### config.mk
export PLATFORM = sky130hd
export DESIGN_NAME = axis_bram_adapter
export DESIGN_NICKNAME = d
export VERILOG_FILES = /design/src/rtl/axis_bram_adapter_pkg.sv /design/src/rtl/axis_bram_adapter.sv
export SDC_FILE = /design/constraint.sdc
export NUM_CORES = 1
export LEC_CHECK = 0
export CORE_AREA = 2 2 100 102
export CTS_BUF_LIST = sky130_fd_sc_hd__clkbuf_2
export DETAILED_ROUTE_END_ITERATION = 12
export DIE_AREA = 0 0 102 104
export PLACE_DENSITY = 0.83
export REMOVE_ABC_BUFFERS = 1
export SKIP_LAST_GASP = 1
export SLEW_MARGIN = 20
export SYNTH_ARGS = -nofsm -noshare
export SYNTH_HDL_FRONTEND = slang
export SYNTH_SLANG_ARGS = --single-unit
### constraint.sdc
create_clock -name aclk -period 2.1 [get_ports aclk]
set_input_delay 0.21 -clock aclk [delete_from_list [all_inputs] [get_ports aclk]]
set_output_delay 0.21 -clock aclk [all_outputs]
set_load 0.05 [all_outputs]
### src/rtl/axis_bram_adapter_pkg.sv
// Shared types and helpers for the AXI4-Stream store-and-forward BRAM frame buffer.
package axis_bram_adapter_pkg;

  typedef enum logic [1:0] {
    StFill,
    StRdAddr,
    StRdWait,
    StOut
  } state_e;

  function automatic int unsigned strb_width(input int unsigned data_width);
    return data_width / 8;
  endfunction

endpackage

### src/rtl/axis_bram_adapter.sv
// Store-and-forward AXI4-Stream frame buffer on an external single-port BRAM.
// Optional frame statistics outputs are enabled with AXIS_BRAM_FRAME_STATS_EN.
module axis_bram_adapter
  import axis_bram_adapter_pkg::*;
#(
  parameter int unsigned DATA_WIDTH = 32,
  parameter int unsigned ADDR_WIDTH = 10
) (
  input  logic                                aclk,
  input  logic                                areset,
  output logic                                bram_clk,
  output logic                                bram_en,
  output logic [strb_width(DATA_WIDTH)-1:0]   bram_wen,
  output logic [ADDR_WIDTH-1:0]               bram_addr,
  output logic [DATA_WIDTH-1:0]               bram_din,
  input  logic [DATA_WIDTH-1:0]               bram_dout,
  output logic                                s_axis_tready,
  input  logic [DATA_WIDTH-1:0]               s_axis_tdata,
  input  logic [strb_width(DATA_WIDTH)-1:0]   s_axis_tstrb,
  input  logic                                s_axis_tlast,
  input  logic                                s_axis_tvalid,
  output logic                                m_axis_tvalid,
  output logic [DATA_WIDTH-1:0]               m_axis_tdata,
  output logic [strb_width(DATA_WIDTH)-1:0]   m_axis_tstrb,
  output logic                                m_axis_tlast,
  input  logic                                m_axis_tready
`ifdef AXIS_BRAM_FRAME_STATS_EN
  ,
  output logic [ADDR_WIDTH:0]                 frame_len,
  output logic                                frame_done
`endif
);

  localparam int unsigned StrbWidth = strb_width(DATA_WIDTH);
  localparam logic [ADDR_WIDTH-1:0] AddrOne = ADDR_WIDTH'(1);
  localparam logic [ADDR_WIDTH:0] LenOne = (ADDR_WIDTH + 1)'(1);

  state_e                state_q;
  logic [ADDR_WIDTH-1:0] wr_ptr_q;
  logic [ADDR_WIDTH-1:0] rd_ptr_q;
  logic [ADDR_WIDTH:0]   len_q;
  logic                  s_ready_q;
  logic                  m_valid_q;
  logic                  m_last_q;
  logic [DATA_WIDTH-1:0] m_data_q;

  logic in_hs;
  logic out_hs;
  logic frame_close;
  logic rd_last;

  assign in_hs       = (state_q == StFill) & s_ready_q & s_axis_tvalid;
  // A full buffer closes the frame even without tlast.
  assign frame_close = in_hs & (s_axis_tlast | (wr_ptr_q == {ADDR_WIDTH{1'b1}}));
  assign out_hs      = (state_q == StOut) & m_valid_q & m_axis_tready;
  assign rd_last     = ({1'b0, rd_ptr_q} == (len_q - LenOne));

  assign bram_clk      = aclk;
  assign bram_din      = s_axis_tdata;
  assign s_axis_tready = s_ready_q;
  assign m_axis_tvalid = m_valid_q;
  assign m_axis_tdata  = m_data_q;
  assign m_axis_tlast  = m_last_q;
  assign m_axis_tstrb  = {StrbWidth{1'b1}};

  always_comb begin
    bram_en   = 1'b0;
    bram_wen  = '0;
    bram_addr = rd_ptr_q;
    unique case (state_q)
      StFill: begin
        bram_en   = in_hs;
        bram_wen  = in_hs ? s_axis_tstrb : '0;
        bram_addr = wr_ptr_q;
      end
      StRdAddr: bram_en = 1'b1;
      default: ;
    endcase
  end

  always_ff @(posedge aclk) begin
    if (areset) begin
      state_q   <= StFill;
      wr_ptr_q  <= '0;
      rd_ptr_q  <= '0;
      len_q     <= '0;
      s_ready_q <= 1'b0;
      m_valid_q <= 1'b0;
      m_last_q  <= 1'b0;
      m_data_q  <= '0;
    end else begin
      unique case (state_q)
        StFill: begin
          s_ready_q <= 1'b1;
          if (in_hs) wr_ptr_q <= wr_ptr_q + AddrOne;
          if (frame_close) begin
            len_q     <= {1'b0, wr_ptr_q} + LenOne;
            rd_ptr_q  <= '0;
            s_ready_q <= 1'b0;
            state_q   <= StRdAddr;
          end
        end
        StRdAddr: state_q <= StRdWait;
        StRdWait: begin
          // BRAM read data arrives one cycle after the address.
          m_data_q  <= bram_dout;
          m_valid_q <= 1'b1;
          m_last_q  <= rd_last;
          state_q   <= StOut;
        end
        StOut: begin
          if (out_hs) begin
            m_valid_q <= 1'b0;
            m_last_q  <= 1'b0;
            if (m_last_q) begin
              wr_ptr_q  <= '0;
              s_ready_q <= 1'b1;
              state_q   <= StFill;
            end else begin
              rd_ptr_q <= rd_ptr_q + AddrOne;
              state_q  <= StRdAddr;
            end
          end
        end
        default: state_q <= StFill;
      endcase
    end
  end

`ifdef AXIS_BRAM_FRAME_STATS_EN
  logic [ADDR_WIDTH:0] frame_len_q;

  always_ff @(posedge aclk) begin
    if (areset) begin
      frame_len_q <= '0;
    end else if (frame_close) begin
      frame_len_q <= {1'b0, wr_ptr_q} + LenOne;
    end
  end

  assign frame_len  = frame_len_q;
  assign frame_done = out_hs & m_last_q;
`endif

endmodule

==> metrics.cfg, run 1 <==
[worst_setup_path]
r2r_cells=7
worstSetupPathType=flop to output port
cp.arrival_ns=1.89
cp-end-kind=output port
cp_max_fo=7
worstSetupStartpointType=flop
required_ns=1.89

[global_route]
grt_pass1_wl_mm=17.55
grt_max_degree=57
gr-total-overflow=0
grt.total_usage_pct=21.07
grt_pass1_vias=3402
antenna_found_initial=0

[placed_design]
numPortBuffers=91
place_congestion=0.8583
pre_cts_ws_ns=-0.005262
hpwl_mm=7.863

[clock_network]
cts.clk_slew.worst_paths_ns=0.17
cts_tree=built
clock_latency_ns=0.60

[synthesis]
yosys_warnings=0
ys.flop_type=dfxtp_1
syn_inst=427
synth.avg_cell_area_um2=8.703
synth_seq_cells=68
ys_seq_area_share_pct=36.63
synth_edf_count=0
synth_area_um2=3716
synth.distinct_cells=55
synthArstFlopShare_pct=0

[routing]
totalWireLength_mm=11.15
avgRoutedWirePerCell_um=17.58
drt_iter0_markers=242
drcViolationCount=0
first_pass_iters=4
drtAntennaViolNets=0
vias=3400
vias_per_cell=5.363

[floorplan]
ios=160
die_w_um=102
die_height_um=104
row_count=36
core_um2=9549
die-area_um2=10610
initial_core_util_pct=38.92

[timing]
finalCritPeriodShare_pct=100.1
rsz0062_at_grt=true
finalSetupViolCount=1
finalMaxSlewViolations=0
finalHoldViolations=0
fin_crit_ns=2.103
fmax_ghz=0.4756
worst_pin_slew_ns=0.5805
skew_ns=0.01928
tns_ns=-0.002709
relSlewSlack_pct=61.30
fin_ws_ns=-0.002709

[finish]
diodes=0
nNetsFinal=579
area_delta_synth_final_pct=31.82
drive_gt1_share_pct=17.76

[power_and_ir_drop]
p_leak_nw=1.784
p_total_mw=4.484
ir_drop_uv=884.2
powerDensity_nw_per_um2=915.5

[min_path]
min_path_cells=3
hp-class=primary input to flop

[run_status]
status=finished, violations left
violations=setup timing

[flow_run]
cap_violations=0

[what timing repair did]
action,4_1_cts,5_1_grt
pin swaps,1,3
endpoints found under the hold margin,1,0
cloned,1,0
setup endpoints to repair,24,35
hold buffers,1,0
setup buffers,4,4
gates resized for setup,34,13
[Yosys cell counts (8+ instances only)]
| cell type | number | share of area, % |
|---|---|---|
| dfxtp_1 | 68 | 37 |
| nor2_1 | 59 | 6.0 |
| buf_4 | 38 | 7.7 |
| mux2i_1 | 33 | 8.9 |
| a21oi_1 | 30 | 4.0 |
| clkbuf_1 | 15 | 1.5 |
| nand2_1 | 15 | 1.5 |
| nand3_1 | 15 | 2.0 |
| o21ai_0 | 13 | 1.8 |
| xnor2_1 | 11 | 2.6 |
| a211oi_1 | 10 | 2.0 |
| inv_1 | 10 | 1.0 |
| mux2_2 | 10 | 3.0 |
| xor2_1 | 9 | 2.1 |
| o31ai_1 | 8 | 1.6 |
| or3_1 | 8 | 1.3 |
[placed cells by master (no fill, tap or decap), types with 10 or more instances in the layout]
master           synthesis  routed
clkdlybuf4s50_1          0      71
dfxtp_1                 68      65
nor2_1                  59      59
mux2i_1                 33      33
a21oi_1                 30      30
buf_4                   38      21
nand2_1                 15      15
nand3_1                 15      14
o21ai_0                 13      13
clkbuf_2                 0      12
xnor2_1                 11      11
a211oi_1                10      10
[cell families (layout without fill, tap and decap cells)]
logic type | count (synthesis) | in the layout | synth area share (%)
AO/OA/AOI/OAI | 78 | 78 | 13.64
XOR/XNOR | 20 | 20 | 4.714
adder cells (fa/ha/maj) | 7 | 7 | 2.357
buffers and inverters | 71 | 142 | 11.35
flip-flops | 68 | 68 | 36.63
multiplexers | 43 | 43 | 11.92
other | 1 | 4 | 0.1009
AND/OR/NAND/NOR | 139 | 139 | 19.29
[per-layer routing]
metal	vias to the layer above	part of all wire (%)	track usage, %
li1	1599	-	-
met1	1578	38	23.72
met2	202	45	30.83
met3	21	15	13.37
met4	0	2.1	9.619
met5	-	0	2.564
[flip-flops by register name, summed over array words and instances, names as in the netlist]
signal / count
s_axis_tready: 1
m_axis_tdata: 32
state_q: 2
m_axis_tvalid: 1
rd_ptr_q: 10
m_axis_tlast: 1
len_q: 11
wr_ptr_q: 10
[stage by stage]
step | hold slack, ns | utilization, % | instance area, µm² | cells
5_1_grt | 0.1985 | 51.30 | 4898 | 634
2_1_floorplan | 0.2100 | - | 3343 | 369
6_report | 0.2073 | 51.30 | 4898 | 634
3_3_place_gp | 0.4203 | 47.71 | 4556 | 608
4_1_cts | 0.1750 | 50.45 | 4817 | 630
3_5_place_dp | 0.4203 | 47.71 | 4556 | 608
[worst paths after layout]
kind                            slack (ns)               end             from
worst max-delay path                -0.003      bram_addr[0]       state_q[0]
worst max register to register        0.14      m_axis_tlast       state_q[0]
worst min-delay path                  0.21  m_axis_tdata[23]    bram_dout[23]
worst min register to register        0.52   m_axis_tdata[9]  m_axis_tdata[9]
[critical path, stage by stage (launching register included)]
cell and delay, ns:
dfxtp_4 0.38, inv_4 0.06, ha_4 0.19, buf_8 0.14, mux2_2 0.37, buf_6 0.16
[report_power, final]
part	internal, mW	total [mW]	switching (mW)	leakage (nW)
combinational	0.934	2.12	1.18	1.15
clock	0.305	0.841	0.536	0.0786
sequential	1.42	1.53	0.105	0.552
total	2.66	4.48	1.82	1.78
[area by class of cell]
type / instances / area (µm²)
clock buffer: 13 / 68.82
clock inverter: 4 / 43.79
fill: 879 / 4651
inverter: 10 / 42.54
multi-input combinational: 291 / 2019
sequential: 68 / 1370
tap: 133 / 166.4
timing repair buffer: 115 / 1187
(Power assumes the default switching activity.)
==> inputs of run 2 (changes only) <==
- ABC_CLOCK_PERIOD_IN_PS: not set -> 2300
- CORE_AREA: 2 2 100 102 -> 2 2 95 97
- DIE_AREA: 0 0 102 104 -> 0 0 97 99
- MAX_ROUTING_LAYER: not set -> met4
- PLACE_DENSITY: 0.83 -> 0.87
- clock period: 2.1 -> 2.3 ns (I/O delays scaled with it)
==> metrics.cfg, run 2 (synthesized netlist as in run 1, its figures left out) <==
[run_status]
status=completed  ; was finished, violations left

[floorplan]
die_w_um=97  ; was 102 µm
row_count=34  ; was 36
core_um2=8551  ; was 9549 µm²
die_height_um=99  ; was 104 µm
die-area_um2=9603  ; was 10610 µm²
initial_core_util_pct=43.46  ; was 38.92%
ios=160  ; unchanged

[worst_setup_path]
crit_chain=clkbuf_2 -> clkbuf_2 -> clkdlybuf4s50_1  ; was inv_4 -> ha_4 -> buf_8 -> mux2_2 -> buf_6
worstSetupPathType=clock port to output port  ; was flop to output port
cp.arrival_ns=2.02  ; was 1.89 ns
crit_top_cell=clkbuf_2
r2r_cells=6  ; was 7
reg2reg_to=rd_ptr_q[3]  ; was m_axis_tlast
r2r_slack_ns=0.15  ; was 0.14 ns
required_ns=2.07  ; was 1.89 ns
worstSetupStartpointType=clock port  ; was flop
r2r_start=wr_ptr_q[1]  ; was state_q[0]
crit_path_end=bram_clk  ; was bram_addr[0]
cp_max_fo=2  ; was 7
cp-end-kind=output port  ; unchanged
setup.worst_path.start=aclk  ; was state_q[0]
crit_slowest_cell=clkdlybuf4s50_1  ; was dfxtp_4
slowest_delay_ns=0.69  ; was 0.38 ns

[timing]
holdWs_ns=0.1992  ; was 0.2073 ns
finalSetupViolCount=0  ; was 1
worst_pin_slew_ns=0.8000  ; was 0.5805 ns
finalMaxSlewViolations=0  ; unchanged
finalHoldViolations=0  ; unchanged
fin_ws_ns=0.04860  ; was -0.002709 ns
relSlewSlack_pct=45.96  ; was 61.30%
skew_ns=0.03657  ; was 0.01928 ns
rsz0062_at_grt=true  ; unchanged

[placed_design]
numPortBuffers=91  ; unchanged
hpwl_mm=7.639  ; was 7.863 mm
pre_cts_ws_ns=0.1437  ; was -0.005262 ns
place_congestion=0.9285  ; was 0.8583

[clock_network]
cts_tree=built  ; unchanged
clock_latency_ns=0.61  ; was 0.60 ns
cts.clk_slew.worst_paths_ns=0.23  ; was 0.17 ns

[finish]
final_common_cell=clkdlybuf4s50_1  ; unchanged
area_delta_synth_final_pct=26.73  ; was 31.82%
layout_common_cells=clkdlybuf4s50_1 (75), dfxtp_1 (65), nor2_1 (59)  ; was clkdlybuf4s50_1 (71), dfxtp_1 (65), nor2_1 (59)
diodes=0  ; unchanged
largest_reg_flops=32  ; unchanged
drive_gt1_share_pct=14.84  ; was 17.76%
nNetsFinal=567  ; was 579
fillers=760  ; was 879

[routing]
first_pass_iters=6  ; was 4
totalWireLength_mm=10.39  ; was 11.15 mm
vias_per_cell=5.588  ; was 5.363
vias=3353  ; was 3400
drt_iter0_markers=291  ; was 242
avgRoutedWirePerCell_um=17.31  ; was 17.58 µm
drtAntennaViolNets=0  ; unchanged
drcViolationCount=0  ; unchanged

[global_route]
gr-total-overflow=0  ; unchanged
antenna_found_initial=0  ; unchanged
grt_pass1_vias=3330  ; was 3402
grt.total_usage_pct=22.19  ; was 21.07%
grt_pass1_wl_mm=16.55  ; was 17.55 mm
grt_max_degree=57  ; unchanged

[power_and_ir_drop]
powerDensity_nw_per_um2=875.9  ; was 915.5 nW/µm²
ir_drop_uv=680.2  ; was 884.2 µV
p_leak_nw=1.680  ; was 1.784 nW

[min_path]
hp-class=primary input to flop  ; unchanged

[flow_run]
cap_violations=0  ; unchanged

[run 2: cell types whose count changed in the layout (fill, tap and decap cells not counted), moves of 3 or more]
cell | previous run | this run
buf_6 | 8 | 1
buf_8 | 4 | 0
clkdlybuf4s50_1 | 71 | 75
dlygate4sd2_1 | 4 | 0
inv_6 | 0 | 3
mux2_2 | 7 | 10
mux2_4 | 3 | 0
[run 2: per-layer routing]
metal  part of all wire, %  GRT usage [%]  routed length (µm)  vias up
li1                      -              -                   -     1573
met1                    45          28.12                4692     1567
met2                    43          32.05                4419      193
met3                    11          9.787                1133       20
met4                   1.3          6.501                 140        0
met5                     0              -                   0        -
[run 2: repair_timing]
| item | CTS | global route |
|---|---|---|
| setup endpoints to repair | 15 | 23 |
| hold endpoints to repair | 2 | 0 |
| gates resized for setup | 3 | 8 |
| buffers inserted | 0 | 0 |
| gates cloned | 0 | 0 |
| hold buffers | 1 | 0 |
[run 2: worst min-delay path by stage]
| stage | startpoint | endpoint | slack [ns] | cells after the start |
|---|---|---|---|---|
| after global routing | bram_dout[21] | m_axis_tdata[21] | 0.16 | 3 |
| after floorplan | aclk | bram_clk | 0.23 | 0 |
| final | bram_dout[18] | m_axis_tdata[18] | 0.20 | 3 |
| after CTS | bram_dout[3] | m_axis_tdata[3] | 0.17 | 3 |
| after detailed placement | s_axis_tdata[3] | bram_din[3] | 0.46 | 0 |
| after global placement | s_axis_tdata[3] | bram_din[3] | 0.46 | 0 |
[run 2: metrics by stage]
| step | std cells | TNS [ns] | total power [mW] | cell area, µm² | util [%] |
|---|---|---|---|---|---|
| after floorplan | 369 | -0.1670 | 2.465 | 3343 | - |
| after global placement | 580 | 0 | 3.085 | 4502 | 52.65 |
| after detailed placement | 580 | 0 | 3.143 | 4502 | 52.65 |
| after CTS | 600 | 0 | 4.085 | 4682 | 54.76 |
| after global routing | 600 | -0.00003686 | 4.325 | 4710 | 55.08 |
| final | 600 | 0 | 4.125 | 4710 | 55.08 |
[run 2: area by class of cell]
type	instances	area [µm²]	area share (%)
repair buffers	103	1025	21.76
flip-flops and latches	68	1368	29.04
multi-input cells	291	1969	41.82
well taps	108	135.1	2.869
inverters	10	37.54	0.7970
clock inverters	7	105.1	2.232
clock buffers	13	70.07	1.488
[run 2: critical path: cells and delay by family]
family	cells	cell delay [ns]
buffers and inverters	3	0.86
[run 2: report_power, final]
part	internal, mW	total (mW)	leakage [nW]	switching, mW
registers	1.30	1.40	0.551	0.104
logic	0.686	1.69	1.03	1.00
clock network	0.444	1.03	0.102	0.589
total	2.43	4.13	1.68	1.70
==> inputs of run 3 (changes only) <==
- ABC_CLOCK_PERIOD_IN_PS: 2300 -> 2200
- clock period: 2.3 -> 2.2 ns (I/O delays scaled with it)
==> metrics.cfg, run 3 (synthesized netlist as in run 1, its figures left out) <==
[run_status]
status=completed  ; unchanged

[power_and_ir_drop]
powerDensity_nw_per_um2=892.0  ; was 875.9 nW/µm²
ir_drop_uv=548.2  ; was 680.2 µV
p_leak_nw=1.718  ; was 1.680 nW

[worst_setup_path]
cp_top_family=flip-flops  ; was buffers and inverters
slowest_delay_ns=0.38  ; was 0.69 ns
required_ns=1.98  ; was 2.07 ns
r2r_slack_ns=0.13  ; was 0.15 ns
worstSetupStartpointType=flop  ; was clock port
crit_chain=inv_2 -> ha_4 -> buf_8 -> mux2_2 -> buf_6  ; was clkbuf_2 -> clkbuf_2 -> clkdlybuf4s50_1
cp-end-kind=output port  ; unchanged
critPathBufInv=3  ; unchanged
cp.arrival_ns=1.90  ; was 2.02 ns
worstSetupPathType=flop to output port  ; was clock port to output port
cp_max_fo=10  ; was 2
crit_slowest_cell=dfxtp_2  ; was clkdlybuf4s50_1

[timing]
fin_crit_ns=2.121
finalMaxSlewViolations=0  ; unchanged
skew_ns=0.02451  ; was 0.03657 ns
tns_ns=0  ; unchanged
rsz0062_at_grt=true  ; unchanged
finalCritPeriodShare_pct=96.41
fin_ws_ns=0.07888  ; was 0.04860 ns
worst_pin_slew_ns=0.8889  ; was 0.8000 ns
relSlewSlack_pct=39.96  ; was 45.96%
fmax_ghz=0.4714
finalSetupViolCount=0  ; unchanged
finalHoldViolations=0  ; unchanged

[flow_run]
cap_violations=0  ; unchanged

[finish]
largest_reg_flops=32  ; unchanged
final_common_cell=clkdlybuf4s50_1  ; unchanged
layout_common_cells=clkdlybuf4s50_1 (73), dfxtp_1 (65), nor2_1 (59)  ; was clkdlybuf4s50_1 (75), dfxtp_1 (65), nor2_1 (59)
final_cell_count_no_fill=602  ; was 600
area_delta_synth_final_pct=27.68  ; was 26.73%
drive_gt1_share_pct=15.99  ; was 14.84%
nNetsFinal=569  ; was 567
diodes=0  ; unchanged

[routing]
drcViolationCount=0  ; unchanged
drt_iter0_markers=156  ; was 291
vias_per_cell=5.656  ; was 5.588
avgRoutedWirePerCell_um=17.36  ; was 17.31 µm
first_pass_iters=5  ; was 6
vias=3405  ; was 3353
drtAntennaViolNets=0  ; unchanged
totalWireLength_mm=10.45  ; was 10.39 mm

[global_route]
grt_pass1_wl_mm=16.78  ; was 16.55 mm
gr-total-overflow=0  ; unchanged
grt.total_usage_pct=22.56  ; was 22.19%
grt_pass1_vias=3385  ; was 3330
grt_max_degree=57  ; unchanged
antenna_found_initial=0  ; unchanged

[floorplan]
die-area_um2=9603  ; unchanged
initial_core_util_pct=43.46  ; unchanged
core_um2=8551  ; unchanged
row_count=34  ; unchanged
ios=160  ; unchanged
die_height_um=99  ; unchanged
die_w_um=97  ; unchanged

[clock_network]
cts.clk_slew.worst_paths_ns=0.22  ; was 0.23 ns
cts_tree=built  ; unchanged
clock_latency_ns=0.62  ; was 0.61 ns

[placed_design]
pre_cts_ws_ns=0.07365  ; was 0.1437 ns
numPortBuffers=91  ; unchanged
hpwl_mm=7.501  ; was 7.639 mm
dp.cells=579  ; was 580
place_congestion=0.9460  ; was 0.9285

[min_path]
hp-class=primary input to flop  ; unchanged

run 3: cell types whose count changed in the layout (fill, tap and decap cells not counted), moves of 2 or more:
cell,change
buf_6,+8
buf_4,-7
and2_1,-2
and2_4,+2
clkdlybuf4s50_1,-2
clkinv_2,+2
run 3: final cells by class:
type,instances,area [µm²]
fill,727,3806
multi-input combinational,291,1984
sequential,68,1365
timing repair buffer,105,1080
tap,108,135.1
clock inverter,7,73.82
clock buffer,13,68.82
inverter,10,37.54
run 3: worst paths after layout:
check,startpoint,cells past startpoint,end
worst max-delay path,state_q[0],5,bram_addr[5]
worst min-delay path,bram_dout[21],3,m_axis_tdata[21]
worst max register to register,wr_ptr_q[1],6,rd_ptr_q[6]
worst min register to register,m_axis_tdata[22],2,m_axis_tdata[22]
run 3: repair_timing:
item / in CTS / in global routing
setup endpoints to repair: 13 / 22
pin swaps: 0 / 1
hold endpoints to repair: 2 / 0
hold buffers: 1 / 0
setup buffers: 1 / 2
gates resized for setup: 9 / 18
run 3: per-stage QoR:
| step | hold slack [ns] | area (µm²) | util [%] | power, mW |
|---|---|---|---|---|
| after global placement | 0.4404 | 4494 | 52.56 | 3.221 |
| final | 0.1804 | 4745 | 55.49 | 4.232 |
| after detailed placement | 0.4404 | 4494 | 52.56 | 3.277 |
| after CTS | 0.1546 | 4674 | 54.67 | 4.158 |
| after floorplan | 0.2200 | 3343 | - | 2.577 |
| after global routing | 0.1506 | 4745 | 55.49 | 4.452 |
run 3: per-layer routing:
metal	part of all wire [%]	track usage, %	wire [µm]
met5	0	-	0
met2	43	32.10	4469
met4	2.7	10.18	284
met3	13	12.48	1396
met1	41	25.97	4299
run 3: worst reg2reg max path: cells and delay by family, from the launching register on:
family / cells / cell delay, ns
simple gates: 2 / 0.68
flops: 1 / 0.43
fa+ha+maj: 1 / 0.19
compound gates: 3 / 0.73
run 3: power by group:
part / total (mW) / switching, mW / internal, mW
logic: 1.87 / 1.08 / 0.787
clock network: 0.916 / 0.594 / 0.323
registers: 1.45 / 0.0967 / 1.35
total: 4.23 / 1.77 / 2.46
